**src/rtl/nz_sel_gen.sv**
```systemverilog
// nz_sel_gen: select generator for a 17-to-1 zero-capable operand mux.
//
// Accepts one VEC_LEN-bit nonzero-lane mask per handshake and emits, one beat
// per transfer, the select codes of the set lanes in ascending order. An
// empty mask yields a single ZERO_SEL beat so the mux outputs zero.
//
// Optional build macro NZ_SEL_SKIP_EMPTY_EN: when defined, an all-zero mask is
// consumed without emitting any beat and the block stays/returns to idle.
//
// Ports:
//   clk        in   clock, all state on rising edge
//   rst_n      in   asynchronous active-low reset
//   mask_valid in   mask offered by upstream
//   mask_ready out  block can accept a mask this cycle
//   mask       in   nonzero lane mask, bit i = lane i
//   sel_valid  out  select beat valid
//   sel_ready  in   downstream accepts beat
//   sel        out  mux select code
//   sel_last   out  final beat of the current mask
//   sel_cnt    out  zero-based beat index within the current mask

module nz_sel_gen #(
   parameter int unsigned VEC_LEN   = 16,
   parameter int unsigned SEL_WIDTH = 5,
   parameter int unsigned ZERO_SEL  = 16
) (
   input  logic                 clk,
   input  logic                 rst_n,
   input  logic                 mask_valid,
   output logic                 mask_ready,
   input  logic [VEC_LEN-1:0]   mask,
   output logic                 sel_valid,
   input  logic                 sel_ready,
   output logic [SEL_WIDTH-1:0] sel,
   output logic                 sel_last,
   output logic [SEL_WIDTH-1:0] sel_cnt
);

   localparam logic [0:0] ST_IDLE = 1'b0;
   localparam logic [0:0] ST_EMIT = 1'b1;

   localparam logic [SEL_WIDTH-1:0] ZERO_CODE = SEL_WIDTH'(ZERO_SEL);
   localparam logic [VEC_LEN-1:0]   ONE_VEC   = {{(VEC_LEN-1){1'b0}}, 1'b1};

   logic [0:0]           state_q, state_d;
   logic [SEL_WIDTH-1:0] sel_q, sel_d;
   logic                 sel_last_q, sel_last_d;
   logic [SEL_WIDTH-1:0] sel_cnt_q, sel_cnt_d;
   logic [VEC_LEN-1:0]   rem_q, rem_d;

   logic mask_xfer;
   logic beat_xfer;

   // Lowest-set-bit index; ZERO_CODE when the vector is empty.
   function automatic logic [SEL_WIDTH-1:0] lsb_idx(input logic [VEC_LEN-1:0] v);
      logic [SEL_WIDTH-1:0] idx;
      idx = ZERO_CODE;
      for (int i = VEC_LEN - 1; i >= 0; i--) begin
         if (v[i]) idx = SEL_WIDTH'(i);
      end
      return idx;
   endfunction

   assign sel_valid  = (state_q == ST_EMIT);
   assign beat_xfer  = sel_valid && sel_ready;
   // Ready on the last accepted beat too, so masks stream without a bubble.
   assign mask_ready = (state_q == ST_IDLE) || (beat_xfer && sel_last_q);
   assign mask_xfer  = mask_valid && mask_ready;

   always_comb begin
      state_d    = state_q;
      sel_d      = sel_q;
      sel_last_d = sel_last_q;
      sel_cnt_d  = sel_cnt_q;
      rem_d      = rem_q;

      if (mask_xfer) begin
`ifdef NZ_SEL_SKIP_EMPTY_EN
         if (mask == '0) begin
            state_d    = ST_IDLE;
            sel_d      = ZERO_CODE;
            sel_last_d = 1'b0;
            sel_cnt_d  = '0;
            rem_d      = '0;
         end else
`endif
         begin
            // Empty mask falls out naturally: ZERO_CODE, rem 0, last 1.
            state_d    = ST_EMIT;
            sel_d      = lsb_idx(mask);
            rem_d      = mask & (mask - ONE_VEC);
            sel_last_d = (rem_d == '0);
            sel_cnt_d  = '0;
         end
      end else if (beat_xfer) begin
         if (sel_last_q) begin
            state_d    = ST_IDLE;
            sel_d      = ZERO_CODE;
            sel_last_d = 1'b0;
            sel_cnt_d  = '0;
            rem_d      = '0;
         end else begin
            sel_d      = lsb_idx(rem_q);
            rem_d      = rem_q & (rem_q - ONE_VEC);
            sel_last_d = (rem_d == '0);
            sel_cnt_d  = sel_cnt_q + SEL_WIDTH'(1);
         end
      end
   end

   always_ff @(posedge clk or negedge rst_n) begin
      if (!rst_n) begin
         state_q    <= ST_IDLE;
         sel_q      <= ZERO_CODE;
         sel_last_q <= 1'b0;
         sel_cnt_q  <= '0;
         rem_q      <= '0;
      end else begin
         state_q    <= state_d;
         sel_q      <= sel_d;
         sel_last_q <= sel_last_d;
         sel_cnt_q  <= sel_cnt_d;
         rem_q      <= rem_d;
      end
   end

   assign sel      = sel_q;
   assign sel_last = sel_last_q;
   assign sel_cnt  = sel_cnt_q;

endmodule

```
**config.mk**
```make
export PLATFORM = sky130hd
export DESIGN_NAME = nz_sel_gen
export DESIGN_NICKNAME = d
export VERILOG_FILES = /design/src/rtl/nz_sel_gen.sv
export SDC_FILE = /design/constraint.sdc
export NUM_CORES = 1
export LEC_CHECK = 0
export CORE_UTILIZATION = 47
export CTS_CLUSTER_DIAMETER = 50
export CTS_CLUSTER_SIZE = 28
export DETAILED_ROUTE_END_ITERATION = 8
export GPL_ROUTABILITY_DRIVEN = 0
export HOLD_SLACK_MARGIN = 0.05
export PLACE_DENSITY = 0.78
export SYNTH_ARGS = -nofsm -noshare
export SYNTH_HDL_FRONTEND = slang
export SYNTH_SLANG_ARGS = --single-unit
```
**constraint.sdc**
```tcl
create_clock -name clk -period 2.15 [get_ports clk]
set_clock_uncertainty 0.1 [all_clocks]
set_input_delay 0.3225 -clock clk [delete_from_list [all_inputs] [get_ports clk]]
set_output_delay 0.3225 -clock clk [all_outputs]
set_load 0.05 [all_outputs]
```
==> impl_metrics.csv <==
group,metric,value,unit
timing,hold_viol,0,
final_layout,layout_commonest_cell,"buf_4",
yosys,synthMuxAreaShare,0,%
routing,drt_iter0_drc,213,
clocking,cts_buffer_depth,2,
critical_path,path_max_fanout,6,
die,die_area,4190,µm²
timing,worst_pin_slew,0.492,ns
grt,grt_start_max_net_pins,28,
clocking,cts_root_buffer,"clkbuf_8",
clocking,cts_setup_buffers,0,
placement,numPortBuffers,32,
clocking,cts_max_level,1,
grt,grt_usage,27.4,%
yosys,synth_edf_count,0,
pwr,vdd_drop_max,545,µV
critical_path,critical_path_arrival,2.20,ns
routing,post_drt_wl_per_cell,14.7,µm
timing,fmax,477,MHz
yosys,synth-main-ff-cell,"dfrtp_1",
routing,antenna_left,0,
die,io-pin-count,33,
die,fp.dieH,64.7,µm
yosys,netlist_area,1850,µm²
yosys,synth.distinct_cells,42,
flow_run,drv_cap,0,
final_layout,final_cell_mix,"buf_4 (35), nand2_1 (31), clkdlybuf4s50_1 (29)",
yosys,ys_ff_latch,27,
yosys,synth_fa_ha_area_share,1.83,%
timing,finalSetupViolCount,0,
final_layout,final_nets,321,
pwr,leakagePower,0.00105,µW
final_layout,drive_gt1_share,17.4,%
routing,dr_total_vias,2081,
routing,drc,0,
final_layout,syn2layout_area_growth,38.1,%
timing,post-route-period-util,97.6,%
critical_path,worstPathRequired,2.25,ns
clocking,clk_pin_slew,0.10,ns
die,start_util,49.7,%
pwr,power.density,1270,nW/µm²
routing,avgViaCountPerCell,6.00,
placement,placed_area,2490,µm²
routing,wirelength,5110,µm
grt,grt_pass1_wl,9020,µm
clocking,cts_tree,"yes",
yosys,postSynthAreaPerCell,7.73,µm²
yosys,synth-simple-area-share,27.0,%
critical_path,worstSetupPathType,"in2reg",
clocking,clock_latency,0.27,ns
yosys,async_flop_share,100,%
final_layout,design_area,2550,µm²
yosys,synth_top_family_by_area,"compound AO/OA/AOI/OAI gates",
yosys,synth-xor-area-share,0,%
grt,antenna_found_initial,0,
timing,final_max_slew_viol_count,0,
clocking,clock_sinks,27,
yosys,synth_warnings,0,
timing,slew_headroom,67.1,%
placement,hpwl,3830,µm
final_layout,num-fill-cells,321,
clocking,cts_made_buffers,3,
yosys,syn_nets,260,
timing,fin_crit,2.10,ns
die,row_count,22,
yosys,ys_seq_area_share,36.6,%
yosys,synthCells,239,
routing,drt-pass1-iter-count,4,
final_layout,final_core_util,68.7,%
yosys,synth-compound-area-share,30.2,%
status,outcome,"finished, final reports clean",
timing,rsz0062_at_grt,"true",
critical_path,setup.worst_path.end_class,"flop",
grt,grt_pass1_vias,1973,
grt,overflow,0,
final_layout,n_antenna_cell,0,
die,die_w,64.7,µm
worst_hold_path,holdCritPathClass,"in2async",
critical_path,critPathLaunchType,"input pin",
die,core_area,3720,µm²
[final cells by class]
cell class	count	area [µm²]	share of cell area, %
Multi-Input combinational cell	191	1110	43.4
Sequential cell	27	677	26.5
Timing Repair Buffer	69	631	24.7
Tap cell	48	60.1	2.35
Clock buffer	3	41.3	1.62
Inverter	8	30.0	1.18
Clock inverter	1	5.00	0.196
[report_power, final]
group          internal (µW)  leakage [µW]  total, µW  switching [µW]
registers                709      0.000340        951             242
clock network            130     0.0000255        295             165
logic                    859      0.000683       2000            1140
total                   1700       0.00105       3240            1550
[flip-flops by register name, summed over array words and instances (netlist names)]
signal,flops
rem_q,15
sel,5
sel_cnt,5
sel_last,1
sel_valid,1
[synth_stat cells, drive strengths merged (2+ instances only)]
library cell | n | area share, %
a2111oi | 5 | 2.4
a31oi | 2 | 0.68
a21oi | 17 | 4.6
nor3 | 16 | 4.6
inv | 8 | 1.6
maj3 | 2 | 1.2
a211oi | 3 | 1.2
nor2b | 4 | 1.4
and2 | 2 | 0.68
o2111a | 2 | 1.2
clkbuf | 12 | 2.4
nand3 | 7 | 1.9
o311ai | 3 | 1.4
o21ai | 23 | 6.2
nand2b | 5 | 1.7
o211ai | 4 | 1.9
a32o | 7 | 3.8
nor4 | 7 | 2.4
nand2 | 32 | 6.5
or3 | 3 | 1.3
or4 | 2 | 0.81
o31ai | 4 | 1.6
nor2 | 27 | 5.5
dfrtp | 26 | 35
o22ai | 3 | 1.0
[worst paths after layout]
| path | endpoint | slack (ns) | cells past startpoint | from |
|---|---|---|---|---|
| worst max-delay path | sel_last$_DFFE_PN0P_ | 0.05 | 8 | mask[1] |
| worst min-delay path | sel_cnt[2]$_DFFE_PN0P_ | 0.32 | 2 | rst_n |
| worst max register to register | sel_last$_DFFE_PN0P_ | 0.08 | 6 | rem_q[11]$_DFFE_PN0P_ |
| worst min register to register | sel[4]$_DFFE_PN1P_ | 0.37 | 2 | sel[4]$_DFFE_PN1P_ |
| max in group asynchronous | sel[4]$_DFFE_PN1P_ | 1.34 | 2 | rst_n |
| min in group clk | sel[4]$_DFFE_PN1P_ | 0.37 | 2 | sel[4]$_DFFE_PN1P_ |
[metrics by stage]
stage | power, µW | worst slack, ns | instances | hold WS, ns | setup TNS, ns
3_3_place_gp | 2880 | -0.293 | 343 | 0.360 | -1.82
5_1_grt | 3510 | -0.0437 | 347 | 0.345 | -0.0437
2_1_floorplan | 2200 | 0.0430 | 239 | -0.0731 | 0
6_report | 3240 | 0.0519 | 347 | 0.317 | 0
4_1_cts | 3220 | 0.0000264 | 347 | 0.325 | 0
3_5_place_dp | 2920 | -0.336 | 343 | 0.361 | -2.31
[logic make-up after synthesis]
kind of cell / count (synthesis)
adders and majority gates: 3
DFF: 27
and+or+nand+nor: 106
buffers and inverters: 21
AOI/OAI and AO/OA: 82
[repair_timing]
action | CTS | global route
pin swaps | 4 | 3
gates resized for setup | 3 | 4
gates cloned | 0 | 0
hold buffers | 0 | 0
endpoints found under the setup margin | 1 | 3
[worst max-delay path, cell delays in order]
cell	delay [ns]
clkdlybuf4s50_1	0.42
or4_4	0.49
buf_4	0.17
nor2_2	0.14
nand2_1	0.10
o32ai_1	0.17
o2111ai_1	0.20
o211ai_2	0.19
[per-layer routing]
metal,routed length (µm),global-route usage (%),vias to the layer above
met4,53,9.17,0
met2,2420,44.3,92
met3,391,2.82,4
met5,0,0,-
li1,-,-,1019
met1,2240,38.1,966
No activity file was read; power rests on OpenSTA's default activity.
